[config.mk]
export PLATFORM = sky130hd
export DESIGN_NAME = keypad_scanner
export DESIGN_NICKNAME = d
export VERILOG_FILES = /design/src/rtl/keypad_pkg.sv /design/src/rtl/row_sync.sv /design/src/rtl/keypad_scanner.sv
export SDC_FILE = /design/constraint.sdc
export NUM_CORES = 1
export LEC_CHECK = 0
export ABC_AREA = 1
export BUFFER_PORTS_ARGS = -buffer_cell sky130_fd_sc_hd__clkbuf_2
export CORE_MARGIN = 2
export CORE_UTILIZATION = 30
export CTS_CLUSTER_DIAMETER = 50
export DETAILED_ROUTE_END_ITERATION = 12
export PLACE_DENSITY = 0.5
export SLEW_MARGIN = 10
export SYNTH_ARGS = -nofsm -noshare
export SYNTH_HDL_FRONTEND = slang
export SYNTH_SLANG_ARGS = --single-unit
export TNS_END_PERCENT = 20
[constraint.sdc]
create_clock -name clk -period 3.5 [get_ports clk]
set_input_delay 0.7 -clock clk [delete_from_list [all_inputs] [get_ports clk]]
set_output_delay 0.7 -clock clk [all_outputs]
set_load 0.05 [all_outputs]
[src/rtl/keypad_pkg.sv]
// Shared definitions for the 4x4 keypad scanner: FSM encoding, column drive
// patterns and key code width.
package keypad_pkg;

    localparam int KEY_W = 4;

    typedef enum logic [1:0] {
        ST_SCAN,
        ST_DEBOUNCE,
        ST_HELD,
        ST_RELEASE
    } state_t;

    // Column index 0..3 drives 0111, 1011, 1101, 1110 (active-low one-hot).
    localparam logic [15:0] COL_PATTERNS = {4'b1110, 4'b1101, 4'b1011, 4'b0111};

    function automatic logic [3:0] col_pattern(input logic [1:0] idx);
        return COL_PATTERNS[{idx, 2'b00} +: 4];
    endfunction

    // Lowest-index active-low row; only meaningful when some row is low.
    function automatic logic [1:0] lowest_low(input logic [3:0] rows);
        if (!rows[0]) return 2'd0;
        if (!rows[1]) return 2'd1;
        if (!rows[2]) return 2'd2;
        return 2'd3;
    endfunction

endpackage

[src/rtl/row_sync.sv]
// Two-flop synchronizer for the asynchronous, active-low keypad row lines.
module row_sync (
    input  logic       clk,
    input  logic       rst_n,
    input  logic [3:0] row,
    output logic [3:0] synced
);

    logic [3:0] sync_p0;
    logic [3:0] sync_p1;

    // Reset to "no row pulled low" so nothing looks pressed out of reset.
    always_ff @(posedge clk or negedge rst_n) begin
        if (!rst_n) begin
            sync_p0 <= 4'hF;
            sync_p1 <= 4'hF;
        end else begin
            sync_p0 <= row;
            sync_p1 <= sync_p0;
        end
    end

    assign synced = sync_p1;

endmodule

[src/rtl/keypad_scanner.sv]
// 4x4 matrix keypad scanner: walks the columns on a divided tick, debounces
// presses and releases, and reports the accepted key as row*4+col.
module keypad_scanner
    import keypad_pkg::*;
#(
    parameter int SCAN_DIV       = 50000,
    parameter int DEBOUNCE_SCANS = 4
) (
    input  logic             clk,
    input  logic             rst_n,
    input  logic [3:0]       row,
    output logic [3:0]       col,
    output logic [KEY_W-1:0] key_code,
    output logic             key_valid,
    output logic             key_down
);

    localparam int DIV_W = (SCAN_DIV > 1) ? $clog2(SCAN_DIV) : 1;
    localparam int CNT_W = $clog2(DEBOUNCE_SCANS + 1);

    logic [3:0]       row_synced;
    logic [DIV_W-1:0] div_cnt;
    logic             tick;
    logic             all_high;
    logic             cnt_done;
    logic [CNT_W-1:0] cnt_inc;

    state_t           state, state_n;
    logic [1:0]       col_idx, col_idx_n;
    logic [1:0]       cand, cand_n;
    logic [CNT_W-1:0] cnt, cnt_n;
    logic [KEY_W-1:0] code_n;
    logic             valid_n;

    row_sync u_row_sync (
        .clk    (clk),
        .rst_n  (rst_n),
        .row    (row),
        .synced (row_synced)
    );

    assign tick = (div_cnt == DIV_W'(SCAN_DIV - 1));

    always_ff @(posedge clk or negedge rst_n) begin
        if (!rst_n) begin
            div_cnt <= '0;
        end else if (tick) begin
            div_cnt <= '0;
        end else begin
            div_cnt <= div_cnt + DIV_W'(1);
        end
    end

    assign all_high = &row_synced;
    assign cnt_inc  = cnt + CNT_W'(1);
    assign cnt_done = (int'(cnt_inc) >= DEBOUNCE_SCANS);

    always_comb begin
        state_n   = state;
        col_idx_n = col_idx;
        cand_n    = cand;
        cnt_n     = cnt;
        code_n    = key_code;
        valid_n   = 1'b0;
        if (tick) begin
            case (state)
                ST_SCAN: begin
                    if (all_high) begin
                        col_idx_n = col_idx + 2'd1;
                    end else if (DEBOUNCE_SCANS <= 1) begin
                        // A single stable scan is already enough to accept.
                        cand_n  = lowest_low(row_synced);
                        code_n  = {lowest_low(row_synced), col_idx};
                        valid_n = 1'b1;
                        cnt_n   = '0;
                        state_n = ST_HELD;
                    end else begin
                        cand_n  = lowest_low(row_synced);
                        cnt_n   = CNT_W'(1);
                        state_n = ST_DEBOUNCE;
                    end
                end
                ST_DEBOUNCE: begin
                    if (!row_synced[cand]) begin
                        cnt_n = cnt_inc;
                        if (cnt_done) begin
                            code_n  = {cand, col_idx};
                            valid_n = 1'b1;
                            cnt_n   = '0;
                            state_n = ST_HELD;
                        end
                    end else begin
                        cnt_n     = '0;
                        col_idx_n = col_idx + 2'd1;
                        state_n   = ST_SCAN;
                    end
                end
                ST_HELD: begin
                    if (all_high) begin
                        if (DEBOUNCE_SCANS <= 1) begin
                            cnt_n     = '0;
                            col_idx_n = col_idx + 2'd1;
                            state_n   = ST_SCAN;
                        end else begin
                            cnt_n   = CNT_W'(1);
                            state_n = ST_RELEASE;
                        end
                    end
                end
                ST_RELEASE: begin
                    if (all_high) begin
                        cnt_n = cnt_inc;
                        if (cnt_done) begin
                            cnt_n     = '0;
                            col_idx_n = col_idx + 2'd1;
                            state_n   = ST_SCAN;
                        end
                    end else begin
                        cnt_n   = '0;
                        state_n = ST_HELD;
                    end
                end
                default: state_n = ST_SCAN;
            endcase
        end
    end

    always_ff @(posedge clk or negedge rst_n) begin
        if (!rst_n) begin
            state     <= ST_SCAN;
            col_idx   <= 2'd0;
            cand      <= 2'd0;
            cnt       <= '0;
            key_code  <= '0;
            key_valid <= 1'b0;
        end else begin
            state     <= state_n;
            col_idx   <= col_idx_n;
            cand      <= cand_n;
            cnt       <= cnt_n;
            key_code  <= code_n;
            key_valid <= valid_n;
        end
    end

    // Outputs decode straight from registers so reset shows without a clock edge.
    assign col      = col_pattern(col_idx);
    assign key_down = (state == ST_HELD) || (state == ST_RELEASE);

endmodule

==> parameters.txt, run 1 <==
Parameter                              Value

Status
  Status    finished clean

GRT
  Initial antenna violation count    0
  Leftover overflow at the end of global routing    0
  Vias in the first global route    1436
  Largest net degree at the start of global routing    39
  Total GRT Usage    11.6%
  First-pass GRT wire length    6620 um

Yosys
  Warnings from Yosys    0
  Post-synth EDFFs    0
  Fraction of synthesized area in multiplexers    0%
  Combinational family with the most area after synthesis    simple AND/OR/NAND/NOR gates
  Cell area after synthesis    1980 um2
  Register bit total from synthesis    38
  Syn avg cell area    8.20 um2
  Sequential element share of the synthesized area    48.6%
  Net Count, Synth    253
  Post-synth ARST share    100%
  Share of synthesized cell area in full adder, half adder and majority cells    3.80%
  Xor and xnor area share after synthesis    1.77%
  Synthesized-area fraction occupied by and/or/nand/nor cells    32.7%
  Count of mapped cells out of synthesis    241
  Post-synthesis compound-gate area fraction    4.43%
  Unique cell type count in the Yosys netlist    26
  Ys flop type    dfrtp_1

Timing
  Clock skew after layout    0.00752 ns
  Actual slew at the worst max-slew pin    0.935 ns
  Setup repair after global routing missed its margin    false
  Final Slew Violations    0
  Final total negative setup slack    0 ns
  Final Critical Period    1.99 ns
  Relative max-transition margin    37.6%
  Final setup violation count    0
  Max Clk Rate    503 MHz
  Endpoints failing hold    0
  Tcrit/Tclk final    56.8%

Floorplan
  Top-level port count    16
  Core area    6350 um2
  Die area    7250 um2
  Count of standard-cell rows    29
  Horizontal die dimension    85.2 um
  Y dimension of the die    85.2 um
  Initial standard-cell utilization of the core    31.1%

Clock tree
  Setup repair bufs after CTS    0
  Largest buffer count on any clock path    2
  Clock tree from TritonCTS    done
  Level count of the clock H-tree    2
  Hold Buf Count CTS    0
  Library cell used as clock root buffer    clkbuf_8
  TritonCTS buffer count    5
  Reg clk slew, reported paths    0.08 ns
  Cells resized by post-CTS repair    0
  Sinks on the clock net    38
  Insertion delay to the later sink of the worst-skew pair    0.29 ns

Critical path
  Setup slack of the worst register-to-register path    1.87 ns
  Count of cells along the worst register-to-register path    9
  Crit path largest cell delay    0.39 ns
  Series of cell instances along the critical path    inv_1, ha_1, inv_1, clkbuf_2
  Kind of cell adding the most delay to the critical path    buffers and inverters
  Critical path peak fanout    4
  Most used cell, CP    inv_1
  Worst endpoint data arrival time    1.29 ns
  Path type of the worst setup path    flip-flop to primary output
  Levels on crit path    4
  Buf/Inv on CP    3
  Cell with the largest stage delay on the worst path    dfrtp_1
  Data required, critical path    2.80 ns
  Startpoint Class    flip-flop
  Capturing element type of the critical path    primary output

Drt
  Detailed-routing iteration count for the pre-antenna-repair pass    4
  Number of violations reported at the end of detailed-routing iteration 0    80
  Number of vias after detailed routing    1512
  Antenna-violating nets left    0
  Final wirelength    3710 um
  Post-route DRC violation count    0
  Vias per inst    4.45
  Average wire per cell in the routed design    10.9 um

Hold path
  Kind of path behind the tightest hold check    flip-flop to flip-flop
  Hold depth    0

Power
  Power after layout    784 uW
  Power density relative to cell area    350 nW/um2
  Worst ir drop on vdd    192 uV
  Leakage Power    0.00118 uW

Place
  Placement-stage cell area    2140 um2
  Count of buffers inserted at the top-level ports    15
  Final estimated routing congestion in global placement    0.839
  Half-perimeter wire length of the detailed placement result    2780 um

Final layout
  Total Nets Final    274
  Design Area, Final    2240 um2
  Number of diodes    0
  Growth of design area from synthesis to finish    13.3%
  Fraction of final layout cells sized beyond drive strength 1    20.2%

Flow run
  Number of max-cap violations    0
report_power, final:
group	leakage, uW	switching (uW)	internal [uW]
logic	0.000644	11.9	3.42
registers	0.000489	1.86	447
clock network	0.0000472	162	158
total	0.00118	175	609
area by class of cell:
class | instances | area [um2]
multi-input cells | 159 | 845
fillers | 673 | 4110
flip-flops and latches | 38 | 961
clock inverters | 2 | 12.5
repair buffers | 15 | 75.1
well taps | 77 | 96.3
inverters | 43 | 166
clock buffers | 6 | 82.6
synthesized netlist by cell type, types with 4 or more instances:
| cell type | instances | share of area (%) |
|---|---|---|
| nor2_2 | 4 | 1.3 |
| inv_1 | 39 | 7.4 |
| ha_1 | 6 | 3.8 |
| nand2_2 | 6 | 1.9 |
| dfstp_2 | 8 | 11 |
| dfrtp_1 | 30 | 38 |
| nor2_1 | 32 | 6.1 |
| o21ai_0 | 7 | 1.8 |
| nand3_1 | 16 | 4.1 |
| xor2_1 | 4 | 1.8 |
| nand4_1 | 8 | 2.5 |
| nand2_1 | 56 | 11 |
path summary, 6_finish.rpt:
path | startpoint | endpoint
worst max register to register | u_row_sync.synced[0] | state[1]
max in group asynchronous | rst_n | cand[0]
min in group asynchronous | rst_n | div_cnt[11]
worst max-delay path | col_idx[0] | col[3]
worst min-delay path | u_row_sync.sync_p0[2] | u_row_sync.synced[2]
worst min register to register | u_row_sync.sync_p0[2] | u_row_sync.synced[2]
sequential cells by signal (all words and copies together), names as in the netlist:
register and flops:
key_valid 1, state 2, u_row_sync.synced 4, cnt 3, key_code 4, div_cnt 16
col_idx 2, u_row_sync.sync_p0 4, cand 2
kinds of logic (layout without fill, tap and decap cells):
| group | count (synthesis) | after routing |
|---|---|---|
| xor gates and xnor gates | 4 | 4 |
| adders and majority gates | 6 | 6 |
| and+or+nand+nor | 134 | 134 |
| DFF | 38 | 38 |
| buffers and inverters | 44 | 66 |
| AOI/OAI and AO/OA | 15 | 15 |
placed cells by master (no fill, tap or decap), drive strengths merged:
cell type / instances
a21oi: 3
dfstp: 8
o211a: 1
clkbuf: 21
clkinvlp: 1
dfrtp: 30
xor2: 4
ha: 6
nor3b: 1
inv: 42
o21bai: 3
nor3: 4
nand4: 8
nand2: 63
nand3b: 1
nor2: 39
o21ai: 8
nand3: 18
clkinv: 2
metrics by stage:
stage	std cells	hold slack [ns]	utilization [%]	setup slack (ns)
after detailed placement	332	0.347	33.8	1.82
after floorplan	241	0.345	-	1.86
final	340	0.357	35.3	1.51
after global routing	340	0.362	35.3	1.42
after global placement	332	0.347	33.8	1.84
after CTS	340	0.358	35.3	1.48
layer usage:
metal	wire (um)	up-vias	share of wire (%)	GRT usage, %
li1	-	790	-	-
met5	0	-	0	0
met2	1700	32	46	18.0
met3	162	4	4.4	3.50
met1	1800	686	48	15.2
met4	58	0	1.6	4.33
worst register-to-register path, stage by stage, from the launching register on:
cell,delay (ns)
dfstp_2,0.54
nand2_1,0.07
nor2_1,0.25
inv_1,0.10
nand2_1,0.08
nand2_1,0.10
nor2_2,0.20
nand2_1,0.08
nand2_1,0.06
nand2_1,0.06
No activity file was read; power rests on OpenSTA's default activity.
==> run 2: changes to the inputs <==
- clock period: 3.5 -> 2 ns (I/O delays scaled with it)
==> parameters.txt, run 2 (synthesis gave the netlist of run 1 again) <==
Parameter                              Value

Power
  Power after layout    1500 uW (+91%)
  Leakage Power    0.00120 uW (+1.4%)
  Power density relative to cell area    662 nW/um2 (+89%)
  Worst ir drop on vdd    309 uV (+61%)

Final layout
  Most frequent standard cell in the layout excluding fill and tap cells    nand2_1
  Number of diodes    0 (unchanged)
  Growth of design area from synthesis to finish    14.8%
  Max reg flops    16 (unchanged)
  Filler instances    633 (-5.9%)
  Total Nets Final    275 (+0.36%)
  Register name with the most flops    div_cnt
  Post-layout instance count excluding filler cells    341 (+0.29%)
  Fraction of final layout cells sized beyond drive strength 1    20.1% (-0.076 points)
  Leading cell types in the layout, fill and taps excluded    56 x nand2_1, 39 x inv_1, 32 x nor2_1

Timing
  Clock skew after layout    0.0124 ns (+0.00487 ns)
  Final total negative setup slack    0 ns (unchanged)
  Worst Setup Slack, final    0.275 ns (-1.24 ns)
  Setup repair after global routing missed its margin    false
  Max Clk Rate    580 MHz
  Endpoints failing hold    0 (unchanged)
  Final Critical Period    1.72 ns
  Relative max-transition margin    67.5% (+30 points)
  Final Slew Violations    0 (unchanged)
  Final setup violation count    0 (unchanged)
  Actual slew at the worst max-slew pin    0.487 ns (-0.448 ns)
  Tcrit/Tclk final    86.2%

Floorplan
  Horizontal die dimension    85.2 um (unchanged)
  Core area    6350 um2 (unchanged)
  Y dimension of the die    85.2 um (unchanged)
  Top-level port count    16 (unchanged)
  Initial standard-cell utilization of the core    31.1% (unchanged)
  Die area    7250 um2 (unchanged)
  Count of standard-cell rows    29 (unchanged)

Drt
  Number of violations reported at the end of detailed-routing iteration 0    119 (+49%)
  Antenna-violating nets left    0 (unchanged)
  Final wirelength    3850 um (+3.6%)
  Post-route DRC violation count    0 (unchanged)
  Average wire per cell in the routed design    11.3 um (+3.3%)
  Detailed-routing iteration count for the pre-antenna-repair pass    4 (unchanged)
  Number of vias after detailed routing    1530 (+1.2%)
  Vias per inst    4.49 (+0.89%)

Status
  Status    finished clean

Critical path
  Path type of the worst setup path    flip-flop to primary output
  Worst endpoint data arrival time    1.32 ns (+0.03 ns)
  Count of cells along the worst register-to-register path    9 (unchanged)
  Data required, critical path    1.60 ns (-1.20 ns)
  Critical register-to-register path endpoint    col_idx[1]
  Launch point of the worst reg-to-reg path    u_row_sync.synced[0]
  Setup slack of the worst register-to-register path    0.42 ns (-1.45 ns)
  Startpoint Class    flip-flop
  Critical path peak fanout    4 (unchanged)
  Capturing element type of the critical path    primary output

Clock tree
  Clock tree from TritonCTS    done
  Insertion delay to the later sink of the worst-skew pair    0.30 ns (about the same)
  Cells resized by post-CTS repair    0 (unchanged)
  Hold Buf Count CTS    0 (unchanged)
  Reg clk slew, reported paths    0.08 ns (about the same)
  Library cell used as clock root buffer    clkbuf_8
  Level count of the clock H-tree    2 (unchanged)
  TritonCTS buffer count    5 (unchanged)
  Sinks on the clock net    38 (unchanged)
  Largest buffer count on any clock path    2 (unchanged)
  Setup repair bufs after CTS    0 (unchanged)

GRT
  First-pass GRT wire length    6590 um (-0.53%)
  Vias in the first global route    1416 (-1.4%)
  Total GRT Usage    11.6% (+0.037 points)
  Largest net degree at the start of global routing    39 (unchanged)
  Initial antenna violation count    0 (unchanged)
  Leftover overflow at the end of global routing    0 (unchanged)

Hold path
  Kind of path behind the tightest hold check    input port to asynchronous set/reset pin

Place
  Half-perimeter wire length of the detailed placement result    2820 um (+1.3%)
  Worst-case setup slack after placement    0.424 ns (-1.40 ns)
  Cells after DPL    333 (+0.30%)
  Final estimated routing congestion in global placement    0.839 (about the same)
  Count of buffers inserted at the top-level ports    15 (unchanged)

Flow run
  Number of max-cap violations    0 (unchanged)
run 2: changes by cell type in the layout (fill, tap and decap cells not counted), sizes merged:
| cell | delta |
|---|---|
| clkinvlp | -1 |
| bufinv | +1 |
| clkbuf | +1 |
| clkinv | -1 |
| buf | +1 |
run 2: layout make-up:
class	count	area [um2]	share of cell area, %
clock buffers	7	86.3	3.81
clock inverters	1	30.0	1.32
inverters	43	166	7.34
multi-input cells	159	845	37.3
flip-flops and latches	38	961	42.4
well taps	77	96.3	4.25
repair buffers	16	82.6	3.64
run 2: how the worst max path moves through the flow:
stage | startpoint | endpoint | slack (ns) | cells after the start
after floorplan | u_row_sync.synced[0] | state[1] | 0.63 | 9
after global placement | u_row_sync.synced[0] | state[1] | 0.43 | 9
after detailed placement | u_row_sync.synced[0] | col_idx[1] | 0.42 | 9
after CTS | col_idx[0] | col[1] | 0.26 | 4
after global routing | col_idx[0] | col[1] | 0.19 | 4
final | col_idx[0] | col[1] | 0.28 | 4
run 2: power breakdown:
group,switching (uW),internal (uW)
sequential,3.27,783
combinational,21.2,7.33
clock,279,407
run 2: per-stage QoR:
step	hold slack, ns	instance area [um2]	utilization [%]
6_report	0.146	2270	35.7
5_1_grt	0.162	2270	35.7
4_1_cts	0.166	2270	35.7
3_5_place_dp	0.347	2150	33.9
3_3_place_gp	0.346	2150	33.9
2_1_floorplan	0.104	1980	-
run 2: worst max-delay path, cell delays in order, from the launching register on:
cell and delay, ns:
dfrtp_1 0.41, inv_1 0.11, ha_1 0.20, inv_1 0.05, clkbuf_2 0.26
run 2: metal layers:
metal | wire length (um) | vias to the layer above | GRT usage (%)
met2 | 1690 | 35 | 17.6
li1 | - | 788 | -
met1 | 1920 | 700 | 15.2
met4 | 91 | 0 | 6.06
met5 | 0 | - | 0
met3 | 148 | 7 | 3.02
==> run 3: changes to the inputs <==
- PLACE_DENSITY: 0.5 -> 0.58
==> parameters.txt, run 3 (synthesis gave the netlist of run 1 again) <==
Parameter                              Value

Status
  Status    finished clean

Drt
  Number of violations reported at the end of detailed-routing iteration 0    111 (-6.7%)
  Detailed-routing iteration count for the pre-antenna-repair pass    4 (unchanged)
  Vias per inst    4.53 (+0.92%)
  Number of vias after detailed routing    1544 (+0.92%)
  Antenna-violating nets left    0 (unchanged)
  Final wirelength    3690 um (-4.2%)
  Post-route DRC violation count    0 (unchanged)
  Average wire per cell in the routed design    10.8 um (-4.2%)

Critical path
  Worst endpoint data arrival time    1.32 ns (about the same)
  Most used cell, CP    inv_1
  Startpoint Class    flip-flop
  Path type of the worst setup path    flip-flop to primary output
  Setup slack of the worst register-to-register path    0.44 ns (+0.02 ns)
  Launch point of the worst reg-to-reg path    u_row_sync.synced[0]
  Critical Path Source    col_idx[0]
  Critical path peak fanout    4 (unchanged)
  Count of cells along the worst register-to-register path    9 (unchanged)
  Series of cell instances along the critical path    inv_1, ha_1, inv_1, clkbuf_2
  CP endpoint    col[3]
  Capturing element type of the critical path    primary output
  Critical register-to-register path endpoint    col_idx[1]
  Data required, critical path    1.60 ns (about the same)
  Cell with the largest stage delay on the worst path    dfrtp_1
  Crit path largest cell delay    0.40 ns (about the same)

Final layout
  Max reg flops    16 (unchanged)
  Most frequent standard cell in the layout excluding fill and tap cells    nand2_1
  Core occupancy in the finished layout    35.4% (-0.30 points)
  Total Nets Final    275 (unchanged)
  Fraction of final layout cells sized beyond drive strength 1    20.1% (unchanged)
  Growth of design area from synthesis to finish    13.8%
  Number of diodes    0 (unchanged)
  Leading cell types in the layout, fill and taps excluded    56 x nand2_1, 39 x inv_1, 32 x nor2_1
  Post-layout instance count excluding filler cells    341 (unchanged)
  Register name with the most flops    div_cnt

Timing
  Endpoints failing hold    0 (unchanged)
  Final setup violation count    0 (unchanged)
  Setup repair after global routing missed its margin    false
  Final Slew Violations    0 (unchanged)
  Clock skew after layout    0.0141 ns (+0.00168 ns)
  Max Clk Rate    581 MHz (+0.25%)
  Relative max-transition margin    61.2% (-6.3 points)
  Actual slew at the worst max-slew pin    0.582 ns (+0.0949 ns)
  Tcrit/Tclk final    86.0% (-0.21 points)
  Final Critical Period    1.72 ns (-0.00425 ns)
  Final total negative setup slack    0 ns (unchanged)

Hold path
  Kind of path behind the tightest hold check    input port to asynchronous set/reset pin

GRT
  Leftover overflow at the end of global routing    0 (unchanged)
  Largest net degree at the start of global routing    24 (-38%)
  Initial antenna violation count    0 (unchanged)
  Vias in the first global route    1421 (+0.35%)
  Total GRT Usage    11.5% (-0.072 points)
  First-pass GRT wire length    6630 um (+0.62%)

Floorplan
  Initial standard-cell utilization of the core    31.1% (unchanged)
  Core area    6350 um2 (unchanged)
  Horizontal die dimension    85.2 um (unchanged)
  Count of standard-cell rows    29 (unchanged)
  Top-level port count    16 (unchanged)
  Y dimension of the die    85.2 um (unchanged)
  Die area    7250 um2 (unchanged)

Flow run
  Number of max-cap violations    0 (unchanged)

Clock tree
  Largest buffer count on any clock path    2 (unchanged)
  Level count of the clock H-tree    2 (unchanged)
  Sinks on the clock net    38 (unchanged)
  Clock tree from TritonCTS    done
  Hold Buf Count CTS    0 (unchanged)
  Cells resized by post-CTS repair    0 (unchanged)
  Reg clk slew, reported paths    0.08 ns (about the same)
  Insertion delay to the later sink of the worst-skew pair    0.30 ns (about the same)
  Setup repair bufs after CTS    0 (unchanged)
  TritonCTS buffer count    5 (unchanged)
  Library cell used as clock root buffer    clkbuf_8

Power
  Worst ir drop on vdd    369 uV (+19%)
  Leakage Power    0.00118 uW (-1.0%)
  Power density relative to cell area    594 nW/um2 (-10%)

Place
  Final estimated routing congestion in global placement    0.825 (-1.7%)
  Cells after DPL    333 (unchanged)
  Half-perimeter wire length of the detailed placement result    2820 um (about the same)
  Count of buffers inserted at the top-level ports    15 (unchanged)
run 3: cell count changes in the layout (fill, tap and decap cells not counted), sizes merged:
| cell | delta |
|---|---|
| clkbuf | -2 |
| clkinv | +2 |
| bufinv | -1 |
| clkinvlp | +1 |
run 3: worst min path at each step:
stage,startpoint,end,slack [ns],cells after the start
final,rst_n,div_cnt[11],0.09,1
after global routing,rst_n,div_cnt[7],0.14,1
after CTS,rst_n,div_cnt[11],0.12,1
after detailed placement,u_row_sync.sync_p0[2],u_row_sync.synced[2],0.35,0
after global placement,u_row_sync.sync_p0[3],u_row_sync.synced[3],0.35,0
after floorplan,rst_n,cand[0],0.10,0
run 3: layout make-up:
| type | count | area (um2) |
|---|---|---|
| flip-flops and latches | 38 | 961 |
| inverters | 43 | 166 |
| well taps | 77 | 96.3 |
| fillers | 664 | 4100 |
| multi-input cells | 159 | 845 |
| clock inverters | 3 | 16.3 |
| repair buffers | 16 | 95.1 |
| clock buffers | 5 | 68.8 |
run 3: report_power, final:
| part | internal [uW] | switching (uW) |
|---|---|---|
| clock | 239 | 280 |
| combinational | 9.86 | 21.8 |
| sequential | 783 | 3.21 |
| total | 1030 | 305 |
run 3: per-stage QoR:
step / hold WS, ns / total power, uW / worst slack [ns] / cell area, um2
after detailed placement: 0.347 / 834 / 0.441 / 2160
final: 0.0891 / 1340 / 0.279 / 2250
after global routing: 0.136 / 1400 / 0.190 / 2250
after floorplan: 0.104 / 807 / 0.630 / 1980
after global placement: 0.347 / 833 / 0.443 / 2160
after CTS: 0.117 / 1360 / 0.262 / 2250
run 3: worst max-delay path: cells and delay by family (launching register included):
kind	cells	cell delay, ns
adder cells (fa/ha/maj)	1	0.20
buffers and inverters	3	0.42
flip-flops	1	0.40
run 3: layer usage:
layer	vias to the layer above	global-route usage [%]	share of wire, %
li1	795	-	-
met1	718	15.8	50
met2	24	17.0	44
met3	7	3.50	3.4
met4	0	4.76	2.0
met5	-	0	0
